[src/rtl/oracle_event_queue.sv]
`default_nettype none
// +----------------------------------------------------------------------------+
// | oracle_event_queue                                                         |
// | Multi-lane pipeline event collector with age-based squash filtering,       |
// | in-order DEPTH-entry FIFO and valid/ready drain port.                      |
// | Optional macro ORACLE_QUEUE_DPI_EN forwards drained events to DPI hooks.   |
// | Revision: 1.0                                                              |
// +----------------------------------------------------------------------------+
module oracle_event_queue #(
    parameter int NB_LANES = 2,
    parameter int DEPTH    = 16,
    parameter int ID_W     = 8,
    parameter int XLEN     = 64
) (
    input  logic                       clk_i,
    input  logic                       rst_ni,
    input  logic [NB_LANES-1:0]        evt_valid_i,
    input  logic [2*NB_LANES-1:0]      evt_kind_i,
    input  logic [ID_W*NB_LANES-1:0]   evt_id_i,
    input  logic [XLEN*NB_LANES-1:0]   evt_pc_i,
    input  logic [XLEN*NB_LANES-1:0]   evt_data_i,
    input  logic [ID_W-1:0]            head_id_i,
    input  logic                       squash_valid_i,
    input  logic [ID_W-1:0]            squash_id_i,
    output logic                       out_valid_o,
    input  logic                       out_ready_i,
    output logic [1:0]                 out_kind_o,
    output logic [ID_W-1:0]            out_id_o,
    output logic [XLEN-1:0]            out_pc_o,
    output logic [XLEN-1:0]            out_data_o,
    output logic [$clog2(DEPTH):0]     count_o,
    output logic                       overflow_o,
    output logic [31:0]                dropped_cnt_o
);

    localparam int                 c_PTR_W       = $clog2(DEPTH);
    localparam int                 c_CNT_W       = c_PTR_W + 1;
    localparam logic [c_CNT_W-1:0] c_DEPTH       = c_CNT_W'(DEPTH);
    localparam logic [1:0]         c_KIND_COMMIT = 2'd3;

    logic [1:0]         r_kind [DEPTH];
    logic [ID_W-1:0]    r_id   [DEPTH];
    logic [XLEN-1:0]    r_pc   [DEPTH];
    logic [XLEN-1:0]    r_data [DEPTH];
    logic [DEPTH-1:0]   r_kill;
    logic [c_PTR_W-1:0] r_rd_ptr;
    logic [c_PTR_W-1:0] r_wr_ptr;
    logic [c_CNT_W-1:0] r_count;
    logic               r_overflow;
    logic [31:0]        r_dropped;

    logic [1:0]         w_lane_kind [NB_LANES];
    logic [ID_W-1:0]    w_lane_id   [NB_LANES];
    logic [XLEN-1:0]    w_lane_pc   [NB_LANES];
    logic [XLEN-1:0]    w_lane_data [NB_LANES];
    logic [c_CNT_W-1:0] w_rank      [NB_LANES];
    logic [c_PTR_W-1:0] w_slot      [NB_LANES];
    logic [NB_LANES-1:0] w_want;
    logic [NB_LANES-1:0] w_wr_en;
    logic [DEPTH-1:0]   w_ent_kill;
    logic [ID_W-1:0]    w_sq_age;
    logic [c_CNT_W-1:0] w_free;
    logic [c_CNT_W-1:0] w_acc;
    logic [c_CNT_W-1:0] w_total;
    logic [c_CNT_W-1:0] w_pushed;
    logic [c_CNT_W-1:0] w_dropped;
    logic [32:0]        w_drop_sum;
    logic               w_empty;
    logic               w_pop;

    // Ages are measured from the oldest in-flight id so that wrapped ids compare correctly.
    assign w_sq_age = squash_id_i - head_id_i;
    assign w_free   = c_DEPTH - r_count;

    generate
        for (genvar l = 0; l < NB_LANES; l++) begin : g_lane
            logic [ID_W-1:0] w_age;
            assign w_lane_kind[l] = evt_kind_i[2*l +: 2];
            assign w_lane_id[l]   = evt_id_i[ID_W*l +: ID_W];
            assign w_lane_pc[l]   = evt_pc_i[XLEN*l +: XLEN];
            assign w_lane_data[l] = evt_data_i[XLEN*l +: XLEN];
            assign w_age          = w_lane_id[l] - head_id_i;
            assign w_want[l]      = evt_valid_i[l] &&
                                    !(squash_valid_i && (w_lane_kind[l] != c_KIND_COMMIT) &&
                                      (w_age >= w_sq_age));
            assign w_slot[l]      = r_wr_ptr + w_rank[l][c_PTR_W-1:0];
            assign w_wr_en[l]     = w_want[l] && (w_rank[l] < w_free);
        end

        for (genvar i = 0; i < DEPTH; i++) begin : g_entry
            localparam logic [c_PTR_W-1:0] c_IDX = c_PTR_W'(i);
            logic [c_PTR_W-1:0] w_offset;
            logic [ID_W-1:0]    w_age;
            assign w_offset      = c_IDX - r_rd_ptr;
            assign w_age         = r_id[i] - head_id_i;
            assign w_ent_kill[i] = ({1'b0, w_offset} < r_count) && squash_valid_i &&
                                   (r_kind[i] != c_KIND_COMMIT) && (w_age >= w_sq_age);
        end
    endgenerate

    // Surviving lanes are compacted: each takes the slot after the previous surviving lane.
    always_comb begin
        w_acc = '0;
        for (int l = 0; l < NB_LANES; l++) begin
            w_rank[l] = w_acc;
            w_acc     = w_acc + {{(c_CNT_W-1){1'b0}}, w_want[l]};
        end
        w_total    = w_acc;
        w_pushed   = (w_total < w_free) ? w_total : w_free;
        w_dropped  = w_total - w_pushed;
        w_drop_sum = {1'b0, r_dropped} + 33'(w_dropped);
    end

    assign w_empty = (r_count == '0);
    // A killed head leaves on its own, regardless of the consumer.
    assign w_pop   = !w_empty && (r_kill[r_rd_ptr] || out_ready_i);

    always_ff @(posedge clk_i) begin
        if (!rst_ni) begin
            r_rd_ptr   <= '0;
            r_wr_ptr   <= '0;
            r_count    <= '0;
            r_kill     <= '0;
            r_overflow <= 1'b0;
            r_dropped  <= '0;
        end else begin
            r_rd_ptr <= r_rd_ptr + {{(c_PTR_W-1){1'b0}}, w_pop};
            r_wr_ptr <= r_wr_ptr + w_pushed[c_PTR_W-1:0];
            r_count  <= r_count + w_pushed - {{(c_CNT_W-1){1'b0}}, w_pop};
            for (int i = 0; i < DEPTH; i++) begin
                if (w_ent_kill[i]) begin
                    r_kill[i] <= 1'b1;
                end
            end
            for (int l = 0; l < NB_LANES; l++) begin
                if (w_wr_en[l]) begin
                    r_kill[w_slot[l]] <= 1'b0;
                end
            end
            if (w_dropped != '0) begin
                r_overflow <= 1'b1;
            end
            r_dropped <= w_drop_sum[32] ? 32'hFFFF_FFFF : w_drop_sum[31:0];
        end
    end

    always_ff @(posedge clk_i) begin
        if (rst_ni) begin
            for (int l = 0; l < NB_LANES; l++) begin
                if (w_wr_en[l]) begin
                    r_kind[w_slot[l]] <= w_lane_kind[l];
                    r_id[w_slot[l]]   <= w_lane_id[l];
                    r_pc[w_slot[l]]   <= w_lane_pc[l];
                    r_data[w_slot[l]] <= w_lane_data[l];
                end
            end
        end
    end

    assign out_valid_o   = !w_empty && !r_kill[r_rd_ptr];
    assign out_kind_o    = r_kind[r_rd_ptr];
    assign out_id_o      = r_id[r_rd_ptr];
    assign out_pc_o      = r_pc[r_rd_ptr];
    assign out_data_o    = r_data[r_rd_ptr];
    assign count_o       = r_count;
    assign overflow_o    = r_overflow;
    assign dropped_cnt_o = r_dropped;

endmodule
`default_nettype wire

[config.mk]
export PLATFORM = sky130hd
export DESIGN_NAME = oracle_event_queue
export DESIGN_NICKNAME = d
export VERILOG_FILES = /design/src/rtl/oracle_event_queue.sv
export SDC_FILE = /design/constraint.sdc
export NUM_CORES = 2
export LEC_CHECK = 0
export CAP_MARGIN = 20
export CORE_ASPECT_RATIO = 1.5
export CORE_MARGIN = 4
export CORE_UTILIZATION = 39
export CTS_CLUSTER_SIZE = 20
export DETAILED_ROUTE_END_ITERATION = 16
export PLACE_DENSITY = 0.56
export SETUP_SLACK_MARGIN = 0.5
export SYNTH_ARGS = -nofsm -noshare
export SYNTH_HDL_FRONTEND = slang
export SYNTH_SLANG_ARGS = --single-unit
[constraint.sdc]
create_clock -name clk_i -period 30.4 [get_ports clk_i]
set_clock_uncertainty 0.05 [all_clocks]
set_input_delay 3.04 -clock clk_i [delete_from_list [all_inputs] [get_ports clk_i]]
set_output_delay 3.04 -clock clk_i [all_outputs]
set_load 0.02 [all_outputs]
* Yosys cells after proc, flatten, opt, wreduce, memory -nomap -nowiden *
Memory sizes are Yosys's and may differ from the RTL's. A register that Yosys moved wholly into a read port is not among the register bits.
Cells that the tools add are included.

word-level totals
  flip-flop bits (word level) = 62
  bits in writable memories = 2208
  output and inout port bits = 177
  word-level logic and storage cells = 238
  memories = 4

memory list
  memory  words  bits a word  rd ports  clocked after Yosys merged registers in  write ports  RTL line  RTL
  r_data  16     64           1         1                                        2            44        logic [XLEN-1:0] r_data [DEPTH];
  r_pc    16     64           1         1                                        2            43        logic [XLEN-1:0] r_pc [DEPTH];
  r_id    16     8            17        1                                        2            42        logic [ID_W-1:0] r_id [DEPTH];
  r_kind  16     2            17        1                                        2            41        logic [1:0] r_kind [DEPTH];

operators by class
  add/subtract/negate cells = 44
  order comparisons = 42
  equality and inequality tests = 18
  mux-type cells = 53
  bitwise logic cells = 4
  reduce and logical (&&, ||, !) cells = 67

operators by type and width
  operator             number
  $sub 8x8->8          19
  $ge 8x8->1           18
  $lt 4x5->1           16
  $logic_and 1x1->1    60
  $mux 16              3
  $mux 1               41
  $ne 2x2->1 const B   18
  $add 32x5->33        1
  $and 16x16->16       2
  $mux 32              1
  $not 16->16          2
  $sub 4x4->4 const A  8
  $mux 4               4
  $sub 3x4->4 const A  4
  $lt 4x5->1 const B   3
  $add 4x1->4          2
  $demux 1 s4          2
  $ge 4x1->1 const B   2
  $sub 1x4->4 const A  2
  $sub 2x4->4 const A  2
  $add 5x5->5          1
  $logic_not 5->1      1
  $lt 1x5->1           1
  $lt 1x5->1 const A   1
  11 further kinds     14

* Logic depth before layout (Yosys ltp) *
  word-level depth = 13
  gate-level depth with buffers = 37
  depth with buffers taken out = 33

* Worst setup path after synthesis *
No wires, ideal clock.

  path kind = input port to flip-flop
  start point = input head_id_i[1]
  end point = memory r_data[6][0], enable pin
  library setup time = 1.008 ns
  arrival time = 21.315 ns
  required time = 29.342 ns
  slack = 8.027 ns
  stages on the path = 15
  buffers on the path = 1
  path through = inv_1 ha_1 nand2b_1 a21oi_1 a211oi_1 xor2_1 ha_1 and3_1 a221o_1 a21oi_1 maj3_2 maj3_1 o21bai_1 clkbuf_1 o41ai_1

RTL lines
  what                RTL line  RTL
  start: declaration  22        input logic [ID_W-1:0] head_id_i,
  end: declaration    44

==> out/metrics.cfg <==
[global_route]
grt_pass1_vias=74800
overflow=0
grt_pass1_wl_um=579000
grt_usage_pct=25.0
grt_max_degree=110
antenna_found_initial=90

[critical_path]
cp-start-kind=input pin
path_max_fanout=40
crit_path_end_kind=flop
arrival_ps=12130
rr_startpoint=count_o[0]
r2r_slack_ps=23300
required_ps=30830
path_class=input pin to flop
crit_start=head_id_i[1]

[cts]
cts_resized=0
post-cts-setup-buffers=0
ctsRootBufferMaster=clkbuf_16
insertion_delay_ps=930
cts_tree=done
cts_buffers=232
path_clk_slew_ps=60
cts_max_path_buffers=4
cts.sinks=2270
cts-hold-fix-buffers=0
cts_max_level=4

[detailed_routing]
num_vias=71500
route.detailed.drc=0
ant_nets=0
wirelength_um=413000
vias_per_cell=6.01
wl_per_cell_um=34.7
drt_iter0_drc=6383
dr.pass1.iters=7

[synth]
ys_seq_elements=2270
synth_ff_type=edfxtp_1
yosysSeqAreaShare_pct=55.2
netlist_area_um2=122000
post_synth_num_cell_types=74
synth.yosys.warnings=0
synth-edff-count=2208
synthCells=7346
async_flop_share_pct=0
syn_area_per_cell_um2=16.6

[power]
clock_power_share_pct=29.7
p_comb_share_pct=30.4
switchingPower_mw=2.96
swShare_pct=30.9
power.density_nw_per_um2=69.2
peakVddDrop_v=0.0000577
p_seq_share_pct=39.9
leakage_nw=45.3
internal_power_mw=6.62

[floorplanning]
dieHeight_um=694
die_area_um2=323000
rows=251
ioPinCount=475
start_util_pct=39.2
core-area_um2=312000
die_w_um=465

[timing]
worst_pin_slew_ps=1330
fin_crit_sh_pct=38.5
maxSlewViolCount=0
finalHoldViolCount=0
hold_ws_ps=468
rsz0062_at_grt=false
post-route-min-period_ps=11690
finalSetupViolCount=0
fmax_mhz=85.5
max-slew-margin-rel_pct=11.5
setup_tns_ps=0

[cells_and_area]
finalNetCount=8105
drive_gt1_share_pct=43.2
syn2layout_area_growth_pct=13.1
nFillCells=27400

[outcome]
outcome=complete, no violations

[placed_design]
io_buffer_count=474
place_hpwl_um=235000
place_congestion=0.885

[min_path]
hp-start=overflow_o
hp-class=flop to flop

[job]
max-cap-violations=0

Yosys cell counts, drive strengths merged, types with 15 or more instances:
cell type	count	area [um^2]
o21bai	16	120
a21o	49	368
nor2	65	244
mux4	695	15700
mux2	2193	24700
maj3	22	221
edfxtp	2208	66300
xnor2	116	1020
ha	283	3540
a21oi	137	686
xor2	70	613
a211oi	26	195
buf	287	1350
nor3	52	260
inv	112	420
nand3	49	245
clkbuf	418	1570
nand2	81	304
nand2b	16	100
o21ai	82	410
mux2i	18	180
nor2b	15	93.8
fa	23	460
nand4	24	150
dfxtp	62	1240
area by class of cell:
type,count,area (um^2),area share (%)
sequential,2270,67600,48.8
multi-input combinational,4258,51600,37.3
timing repair buffer,625,6190,4.47
clock buffer,290,6110,4.41
tap,4174,5220,3.78
clock inverter,130,1170,0.845
inverter,114,435,0.315
antenna,33,82.6,0.0597
power by group through the flow:
stage	Sequential, mW	Clock (mW)	Combinational, mW
after floorplan	3.93	0	1.85
after CTS	3.82	2.91	2.95
after global placement	3.88	0	2.92
after detailed placement	3.89	0	2.94
after global routing	3.84	3.03	3.08
final	3.82	2.85	2.91
per-layer routing:
layer  GRT usage [%]  share of wire, %  wire length [um]
met4            8.78               3.6             14700
met2            44.6                52            215000
met1            31.0                39            162000
met3            3.44               5.1             21200
met5               0             0.065               269
through the flow:
step | worst slack, ps | util [%] | power (mW) | area (um^2) | instances
after floorplan | 8030 | - | 5.78 | 122000 | 7347
after global placement | 17950 | 42.0 | 6.80 | 131000 | 11400
after detailed placement | 17910 | 42.0 | 6.83 | 131000 | 11400
final | 18710 | 44.4 | 9.58 | 138000 | 11900
after CTS | 18740 | 44.3 | 9.68 | 138000 | 11900
after global routing | 18340 | 44.3 | 9.94 | 138000 | 11900
state kept, by name, summed over array words and instances (netlist names):
signal	flops
count_o	5
dropped_cnt_o	32
overflow_o	1
r_data	1024
r_id	128
r_kill	16
r_kind	32
r_pc	1024
r_rd_ptr	4
r_wr_ptr	4
worst paths after layout:
check / endpoint / cells past startpoint
max reg2reg: r_data[0][61] / 13
min: overflow_o / 1
min reg2reg: overflow_o / 1
max: r_data[0][61] / 24
layout by cell type (no fill, tap or decap), types with 51 or more instances in the layout:
cell type        instances
clkbuf_1                53
nor2_1                  65
inv_1                  108
mux4_2                 695
buf_4                  126
a21oi_1                137
xor2_1                  67
ha_1                   283
dfxtp_1                 59
mux2_1                  78
mux2_2                2115
o21ai_0                 72
nor3_1                  51
clkinv_1                56
clkbuf_16              235
nand2_1                 81
edfxtp_1              2208
clkdlybuf4s50_1        474
xnor2_1                114
cell families after synthesis:
kind of cell               after synthesis  share of synthesized area [%]
xor gates and xnor gates               186                           1.33
muxes                                 2906                           33.1
other                                    2                        0.00614
buffers and inverters                  819                           2.74
adders and majority gates              328                           3.45
DFF                                   2270                           55.2
AOI/OAI and AO/OA                      463                           2.54
and+or+nand+nor                        372                           1.54
critical path, stage by stage:
cell and delay, ps:
clkdlybuf4s50_1 480, inv_2 70, buf_4 520, ha_1 340, nand2b_1 90, a21oi_1 100, a211oi_1 380, xor2_2 110
buf_4 260, ha_1 330, and3_1 170, a221o_1 140, a21oi_1 40, maj3_2 390, maj3_1 390, o21a_1 240
ha_1 230, ha_1 260, o31ai_1 910, nand4_1 670, o21ai_4 450, buf_4 780, buf_4 780, buf_4 710
Note: power is estimated with default switching activity, not from simulation.
